[config.mk]
export PLATFORM = sky130hd
export DESIGN_NAME = spi_master_gen
export DESIGN_NICKNAME = d
export VERILOG_FILES = /design/src/rtl/spi_master_gen.sv
export SDC_FILE = /design/constraint.sdc
export NUM_CORES = 1
export LEC_CHECK = 0
export ABC_AREA = 1
export BUFFER_PORTS_ARGS = -buffer_cell sky130_fd_sc_hd__buf_2
export CORE_MARGIN = 10
export CORE_UTILIZATION = 50
export CTS_CLUSTER_DIAMETER = 80
export DETAILED_ROUTE_END_ITERATION = 16
export HOLD_SLACK_MARGIN = 0.15
export PLACE_DENSITY = 0.75
export SLEW_MARGIN = 20
export SYNTH_ARGS = -nofsm -noshare
export SYNTH_HDL_FRONTEND = slang
export SYNTH_SLANG_ARGS = --single-unit
[constraint.sdc]
create_clock -name i_sys_clk -period 4.05 [get_ports i_sys_clk]
set_input_delay 0 -clock i_sys_clk [delete_from_list [all_inputs] [get_ports i_sys_clk]]
set_output_delay 0 -clock i_sys_clk [all_outputs]
set_load 0.1 [all_outputs]
[src/rtl/spi_master_gen.sv]
`default_nettype none
// ============================================================================
// Module   : spi_master_gen
// Purpose  : Parametrised SPI master running entirely on i_sys_clk. Supports
//            all four CPOL/CPHA modes, MSB/LSB-first ordering, a runtime SCK
//            divider and NUM_SS active-low slave selects.
// Optional : define SPI_BURST_EN to add i_burst (back-to-back words with SS
//            held low between them).
// Ports    : i_sys_clk/i_sys_rst  clock, async active-low reset
//            i_start, i_data, i_ss_sel, i_cpol, i_cpha, i_lsb_first, i_div
//                                 request + per-word config (latched on start)
//            i_MISO / o_SCK / o_MOSI / o_SS_n   SPI pins
//            o_busy, o_done, o_data             host status / received word
// Revision : 1.0  initial release
// ============================================================================
module spi_master_gen #(
  parameter  int DATA_W = 8,
  parameter  int NUM_SS = 4,
  parameter  int DIV_W  = 8,
  localparam int SEL_W  = (NUM_SS > 1) ? $clog2(NUM_SS) : 1
) (
  input  logic              i_sys_clk,
  input  logic              i_sys_rst,
  input  logic              i_start,
  input  logic [DATA_W-1:0] i_data,
  input  logic [SEL_W-1:0]  i_ss_sel,
  input  logic              i_cpol,
  input  logic              i_cpha,
  input  logic              i_lsb_first,
  input  logic [DIV_W-1:0]  i_div,
`ifdef SPI_BURST_EN
  input  logic              i_burst,
`endif
  input  logic              i_MISO,
  output logic              o_SCK,
  output logic              o_MOSI,
  output logic [NUM_SS-1:0] o_SS_n,
  output logic              o_busy,
  output logic              o_done,
  output logic [DATA_W-1:0] o_data
);

  localparam int            EW          = $clog2(2 * DATA_W);
  localparam logic [EW-1:0] c_LAST_EDGE = EW'(2 * DATA_W - 1);

  typedef enum logic [1:0] {
    S_IDLE  = 2'd0,
    S_SETUP = 2'd1,
    S_XFER  = 2'd2,
    S_HOLD  = 2'd3
  } state_t;

  state_t              r_state, w_next;
  logic [DIV_W-1:0]    r_cnt, r_div;
  logic [EW-1:0]       r_edge, w_edge_idx;
  logic [DATA_W-1:0]   r_tx, r_rx, r_data;
  logic [NUM_SS-1:0]   r_ss_n, w_ss_dec;
  logic                r_cpha, r_lsb, r_sck, r_mosi, r_done;
  logic                w_sel_ok, w_wrap, w_accept, w_edge_ev, w_burst_go;
  logic                w_finish, w_burst_req, w_lead;

  // Bit that goes on the wire next, and the word after it has been sent.
  function automatic logic f_head(input logic [DATA_W-1:0] d, input logic lsb);
    return lsb ? d[0] : d[DATA_W-1];
  endfunction

  function automatic logic [DATA_W-1:0] f_advance(input logic [DATA_W-1:0] d,
                                                  input logic lsb);
    return lsb ? (d >> 1) : (d << 1);
  endfunction

  // When NUM_SS fills the select field every index is valid.
  generate
    if ((1 << SEL_W) == NUM_SS) begin : g_sel_full
      assign w_sel_ok = 1'b1;
    end else begin : g_sel_cmp
      assign w_sel_ok = ({1'b0, i_ss_sel} < (SEL_W + 1)'(NUM_SS));
    end
  endgenerate

`ifdef SPI_BURST_EN
  assign w_burst_req = i_burst;
`else
  assign w_burst_req = 1'b0;
`endif

  assign w_ss_dec = ~(NUM_SS'(1) << i_ss_sel);
  assign w_wrap   = (r_cnt == r_div);
  assign w_lead   = ~w_edge_idx[0];

  // --------------------------------------------------------------------------
  // State register
  // --------------------------------------------------------------------------
  always_ff @(posedge i_sys_clk or negedge i_sys_rst) begin
    if (!i_sys_rst) r_state <= S_IDLE;
    else            r_state <= w_next;
  end

  // --------------------------------------------------------------------------
  // Next state and per-cycle events
  // --------------------------------------------------------------------------
  always_comb begin
    w_next     = r_state;
    w_accept   = 1'b0;
    w_edge_ev  = 1'b0;
    w_edge_idx = r_edge;
    w_burst_go = 1'b0;
    w_finish   = 1'b0;
    case (r_state)
      S_IDLE: begin
        if (i_start && w_sel_ok) begin
          w_accept = 1'b1;
          w_next   = S_SETUP;
        end
      end
      S_SETUP: begin
        if (w_wrap) begin
          w_next     = S_XFER;
          w_edge_ev  = 1'b1;
          w_edge_idx = '0;
        end
      end
      S_XFER: begin
        if (w_wrap) begin
          if (r_edge == c_LAST_EDGE) begin
            // SCK is already back at idle after the final trailing edge.
            // A burst reuses SETUP as the idle-level gap before edge 0.
            if (w_burst_req) begin
              w_burst_go = 1'b1;
              w_next     = S_SETUP;
            end else begin
              w_next     = S_HOLD;
            end
          end else begin
            w_edge_ev  = 1'b1;
            w_edge_idx = r_edge + 1'b1;
          end
        end
      end
      S_HOLD: begin
        if (w_wrap) begin
          w_finish = 1'b1;
          w_next   = S_IDLE;
        end
      end
      default: w_next = S_IDLE;
    endcase
  end

  // --------------------------------------------------------------------------
  // Datapath
  // --------------------------------------------------------------------------
  always_ff @(posedge i_sys_clk or negedge i_sys_rst) begin
    if (!i_sys_rst) begin
      r_cnt  <= '0;
      r_div  <= '0;
      r_edge <= '0;
      r_tx   <= '0;
      r_rx   <= '0;
      r_data <= '0;
      r_ss_n <= '1;
      r_cpha <= 1'b0;
      r_lsb  <= 1'b0;
      r_sck  <= 1'b0;
      r_mosi <= 1'b0;
      r_done <= 1'b0;
    end else begin
      r_done <= 1'b0;
      r_cnt  <= ((r_state == S_IDLE) || w_wrap) ? '0 : r_cnt + 1'b1;

      if (w_accept) begin
        r_div  <= i_div;
        r_cpha <= i_cpha;
        r_lsb  <= i_lsb_first;
        r_ss_n <= w_ss_dec;
        r_sck  <= i_cpol;
        // CPHA=0 needs the first bit valid before the first leading edge.
        if (!i_cpha) begin
          r_mosi <= f_head(i_data, i_lsb_first);
          r_tx   <= f_advance(i_data, i_lsb_first);
        end else begin
          r_tx   <= i_data;
        end
      end

      if (w_burst_go) begin
        r_done <= 1'b1;
        r_data <= r_rx;
        if (!r_cpha) begin
          r_mosi <= f_head(i_data, r_lsb);
          r_tx   <= f_advance(i_data, r_lsb);
        end else begin
          r_tx   <= i_data;
        end
      end

      if (w_edge_ev) begin
        r_sck  <= ~r_sck;
        r_edge <= w_edge_idx;
        // Launch: leading edges for CPHA=1, trailing (not the last) for CPHA=0.
        if (r_cpha ? w_lead : (!w_lead && (w_edge_idx != c_LAST_EDGE))) begin
          r_mosi <= f_head(r_tx, r_lsb);
          r_tx   <= f_advance(r_tx, r_lsb);
        end
        // Capture on the opposite edge type from launch.
        if (w_lead ^ r_cpha) begin
          r_rx <= r_lsb ? {i_MISO, r_rx[DATA_W-1:1]}
                        : {r_rx[DATA_W-2:0], i_MISO};
        end
      end

      if (w_finish) begin
        r_ss_n <= '1;
        r_done <= 1'b1;
        r_data <= r_rx;
      end
    end
  end

  assign o_SCK  = r_sck;
  assign o_MOSI = r_mosi;
  assign o_SS_n = r_ss_n;
  assign o_busy = (r_state != S_IDLE);
  assign o_done = r_done;
  assign o_data = r_data;

endmodule
`default_nettype wire
==> impl_metrics.ini, run 1 <==
[finish]
syn_to_final_growth_pct = 18.9
antenna_cells = 0
num-nets-final = 517
layout_commonest_cell = nand2_1
drive_gt1_share_pct = 15.8
layout_common_cells = 153 x nand2_1, 53 x inv_1, 51 x dfrtp_1, 44 x o21ai_0, 40 x buf_2

[run_status]
status = finished, final reports clean

[placement]
port_buffers = 40
dp_hpwl_um = 5130
gp_congestion = 0.960

[setup_path]
endpoint_kind = register
critPathMaxFanout = 26
critPathKind = reg2reg
crit_required_ns = 4.30
arrival_ns = 2.99
worstSetupStartpointType = register

[global_route]
antenna_found_initial = 0
grt_max_degree = 56
grt_pass1_wl_um = 12500
grt_pass1_vias = 2705
grt-ovfl-total = 0
grtUsageTotal_pct = 14.8

[power_and_ir_drop]
ir_drop_uv = 139
clkPwrFrac_pct = 35.4
net-switching-power_uw = 226
p_seq_share_pct = 59.1
switching_share_pct = 24.4
powerDensity_nw_per_um2 = 249
p_leak_nw = 1.90
internal-power_uw = 702
power_frac_comb_pct = 5.5

[drt]
wirelength_um = 7240
dr.pass1.iters = 5
drc_errors = 0
drtIter0Drc = 205
via_count = 2833
viasPerCell = 5.05
ant_nets = 0
wl_per_cell_um = 12.9

[synth]
synthArstFlopShare_pct = 100
synth_edf_count = 0
syn_area_um2 = 3140
synth_area_leaders = dfrtp_1 41%, nand2_1 18%, o21ai_0 7.0%, inv_1 6.3%, dfstp_2 3.3%
synthDominantCellAreaShare_pct = 40.7
yosys.area.top_type = dfrtp_1
synth-seq-cells = 55
synthesis.nets = 454
ys.warnings.count = 0
avgSynthCellArea_um2 = 7.44
synthCells = 422
yosysUniqueCellTypes = 34
synth_flop_cell = dfrtp_1
ys_seq_area_share_pct = 44.0

[timing]
hold_viol = 0
rsz0062_at_grt = false
finalSetupTns_ns = 0
max_freq_mhz = 366
fin_crit_sh_pct = 67.5
finalMaxSlewViolations = 0
slew-limit-headroom_pct = 50.7
period_minus_slack_ns = 2.73
hold_ws_ns = 0.207
fin_skew_ns = 0.00792
setup_viol = 0
tightest_slew_ns = 0.736

[floorplanning]
core.rowCount = 28
dieArea_um2 = 9850
die_w_um = 99.2
die_h_um = 99.2
coreArea_um2 = 5990
initial_core_util_pct = 52.4
io_pins = 41

[worst_hold_path]
hp-class = in2reg

[clock_tree]
clockBufferDepth = 2
clk_pin_slew_worst_paths_ns = 0.11
htreeDepth = 2
cts_tree = built
cts_resized = 0
cts_root_buf = clkbuf_8
cts_setup_buffers = 0
numCtsBuffers = 5
clock-sinks = 55
clock_latency_ns = 0.31
hold_buffers = 25

[flow_run]
maxCapViolCount = 0
## worst max-delay path, cell delays in order, from the launching register on
cell	delay [ns]
dfrtp_1	0.39
inv_1	0.10
ha_1	0.22
nand2_1	0.37
clkinv_1	0.66
nand3_1	0.21
dlygate4sd3_1	0.56
o21ai_0	0.07
nand2_1	0.08
## final timing paths
path                       startpoint        end  slack, ns  cells after the start
setup / recovery           r_state[0]  o_SS_n[3]       1.32                      8
hold / removal                 i_cpha     r_cpha       0.21                      5
setup reg to reg           r_state[0]  o_SS_n[3]       1.32                      8
hold reg to reg             o_data[7]  o_data[7]       0.49                      2
max in group asynchronous   i_sys_rst   r_cnt[7]       3.25                      3
min in group asynchronous   i_sys_rst   r_cnt[5]       0.32                      3
## cells in the mapped netlist (all sizes together) (7+ instances only)
cell type,instances
nand3,20
a21oi,7
dfrtp,51
o211ai,7
ha,7
nand2,158
o21ai,53
inv,55
clkbuf,8
nor3,9
nor2,21
## cell type report
| cell class | count | area (um2) |
|---|---|---|
| clock buffer | 5 | 68.8 |
| clock inverter | 3 | 26.3 |
| fill | 523 | 2260 |
| inverter | 57 | 214 |
| multi-input combinational | 300 | 1490 |
| sequential | 55 | 1380 |
| tap | 75 | 93.8 |
| timing repair buffer | 66 | 458 |
## kinds of logic (layout without fill, tap and decap cells)
kind of cell,after synthesis,after routing,synth area share [%]
simple gates,215,215,29.3
compound gates,73,73,14.0
buf+inv,67,131,8.49
flops,55,55,44.0
fa+ha+maj,7,7,2.79
xor+xnor,3,3,0.837
mux,2,2,0.638
## metal layers
metal | part of all wire [%] | wire (um) | global-route usage (%) | vias to the layer above
met1 | 48 | 3450 | 19.7 | 1294
met4 | 0.87 | 63 | 4.08 | 0
met2 | 45 | 3260 | 23.2 | 66
met5 | 0 | 0 | 0 | -
met3 | 6.6 | 478 | 3.88 | 5
li1 | - | - | - | 1468
## flip-flops by register name, indices dropped and copies added, names as in the netlist
name     count
o_done       1
r_lsb        1
o_data       8
r_cnt        8
r_edge       4
o_MOSI       1
o_SCK        1
r_rx         8
o_SS_n       4
r_div        8
r_tx         8
r_state      2
r_cpha       1
## power by group through the flow
stage | clock [mW] | sequential (mW) | combinational (mW)
finish | 0.329 | 0.549 | 0.0510
global route | 0.355 | 0.549 | 0.0572
floorplan | 0 | 0.560 | 0.00674
global placement | 0 | 0.560 | 0.0342
detailed placement | 0 | 0.560 | 0.0343
CTS | 0.335 | 0.549 | 0.0510
## through the flow
| step | cell area, um2 | std cells | utilization [%] | total power, mW | worst slack [ns] |
|---|---|---|---|---|---|
| finish | 3730 | 561 | 62.3 | 0.929 | 1.32 |
| detailed placement | 3390 | 528 | 56.6 | 0.594 | 1.74 |
| floorplan | 3140 | 422 | - | 0.566 | 2.12 |
| global placement | 3390 | 528 | 56.6 | 0.594 | 1.86 |
| CTS | 3730 | 561 | 62.3 | 0.935 | 1.36 |
| global route | 3730 | 561 | 62.3 | 0.962 | 1.02 |
(Power assumes the default switching activity.)
==> inputs of run 2 (changes only) <==
==> constraint.sdc (replaced) <==
create_clock -name i_sys_clk -period 2.52 [get_ports i_sys_clk]
set_input_delay 0 -clock i_sys_clk [delete_from_list [all_inputs] [get_ports i_sys_clk]]
set_output_delay 0 -clock i_sys_clk [all_outputs]
set_load 0.1 [all_outputs]
==> impl_metrics.ini, run 2 (synthesis gave the netlist of run 1 again) <==
[run_status]
status = finished, final reports clean

[finish]
final_core_util_pct = 63.3
num-nets-final = 525
syn_to_final_growth_pct = 20.9
final_cells = 569
layout_commonest_cell = nand2_1
antenna_cells = 0
final_cell_area_um2 = 3790
layout_common_cells = 153 x nand2_1, 53 x inv_1, 51 x dfrtp_1, 44 x o21ai_0, 40 x buf_2
drive_gt1_share_pct = 16.8
n_fill_cell = 549

[timing]
slew-limit-headroom_pct = 52.5
fin_skew_ns = 0.0187
hold_ws_ns = 0.164
period_minus_slack_ns = 2.28
fin_crit_sh_pct = 90.6
max_freq_mhz = 438
final.setup.worst_slack_ns = 0.236
finalSetupTns_ns = 0
hold_viol = 0
finalMaxSlewViolations = 0
rsz0062_at_grt = false
setup_viol = 0
tightest_slew_ns = 0.713

[floorplanning]
die_w_um = 99.2
initial_core_util_pct = 52.4
die_h_um = 99.2
core.rowCount = 28
coreArea_um2 = 5990
io_pins = 41
dieArea_um2 = 9850

[worst_hold_path]
min_from = i_lsb_first
hp-class = in2reg
holdPathStages = 5
whs_endpoint = r_tx[0]

[global_route]
grt_pass1_vias = 2802
antenna_found_initial = 0
grt_max_degree = 33
grt_pass1_wl_um = 12800
grtUsageTotal_pct = 15.1
grt-ovfl-total = 0

[setup_path]
crit_chain = inv_1, ha_1, nand2_1, buf_4, clkinv_1, buf_4, nand3_1, dlygate4sd3_1, o21ai_0, nand2_1
crit_family = buffers and inverters
arrival_ns = 2.51
worstReg2RegStart = r_state[0]
endpoint_kind = register
critPathMaxFanout = 26
r2r_setup_slack_ns = 0.24
r2r_end = o_SS_n[3]
worstRegToRegCells = 10
critPathKind = reg2reg
path_buf_inv = 5
worstSetupStartpointType = register
slowest_stage = dlygate4sd3_1
critPathMaxStageDelay_ns = 0.57
crit_required_ns = 2.75

[placement]
dp_worst_setup_slack_ns = 0.442
post_dp_cell_area_um2 = 3430
port_buffers = 40
place_inst = 534
dp_hpwl_um = 5380
gp_congestion = 0.933

[clock_tree]
clockBufferDepth = 2
cts_root_buf = clkbuf_8
clk_pin_slew_worst_paths_ns = 0.10
clock-sinks = 55
cts_resized = 0
htreeDepth = 2
clock_latency_ns = 0.31
numCtsBuffers = 5
cts_tree = built

[drt]
dr.pass1.iters = 6
wl_per_cell_um = 12.9
ant_nets = 0
via_count = 2838
drc_errors = 0
drtIter0Drc = 113
viasPerCell = 4.99
wirelength_um = 7320

[power_and_ir_drop]
p_total_mw = 1.46
p_leak_nw = 1.93
powerDensity_nw_per_um2 = 385
ir_drop_uv = 309

[flow_run]
maxCapViolCount = 0
[run 2: changes by cell type in the layout (fill, tap and decap cells not counted)]
cell | before | now
dlygate4sd3_1 | 25 | 27
buf_4 | 1 | 7
inv_6 | 2 | 1
clkinv_2 | 0 | 1
[run 2: timing repair]
item | CTS | global route
endpoints found under the hold margin | 56 | 0
setup buffers | 0 | 0
endpoints found under the setup margin | 0 | 0
hold buffers | 27 | 0
[run 2: worst max path at each step]
stage,start,endpoint,slack (ns),cells after the start
6_report,r_state[0],o_SS_n[3],0.24,10
5_1_grt,r_state[0],o_SS_n[3],0.06,10
4_1_cts,r_state[0],o_SS_n[3],0.27,10
3_5_place_dp,r_cnt[4],o_MOSI,0.44,16
3_3_place_gp,r_edge[0],r_tx[3],0.52,12
2_1_floorplan,r_edge[0],r_rx[7],0.59,10
[run 2: tightest hold or removal path, cell delays in order]
cell and delay (ns):
buf_2 0.14, nand3_1 0.09, o211ai_1 0.08, nand2_1 0.07, nand2_1 0.04
[run 2: area by class of cell]
class	count	area, um2	area share [%]
multi-input cells	300	1490	39.3
flip-flops and latches	55	1380	36.4
repair buffers	74	523	13.8
inverters	57	214	5.64
well taps	75	93.8	2.47
clock buffers	5	68.8	1.81
clock inverters	3	22.5	0.593
[run 2: metal layers]
| metal | routed length [um] | track usage (%) | vias to the layer above |
|---|---|---|---|
| met1 | 3430 | 19.0 | 1289 |
| met3 | 413 | 4.15 | 4 |
| li1 | - | - | 1485 |
| met5 | 0 | 0 | - |
| met2 | 3410 | 24.9 | 60 |
| met4 | 58 | 3.97 | 0 |
[run 2: power by group]
group,total (mW),switching [mW],internal (mW)
Sequential,0.882,0,0.882
Clock,0.497,0.297,0.200
Combinational,0.0838,0.0411,0.0427
Total,1.46,0.338,1.12
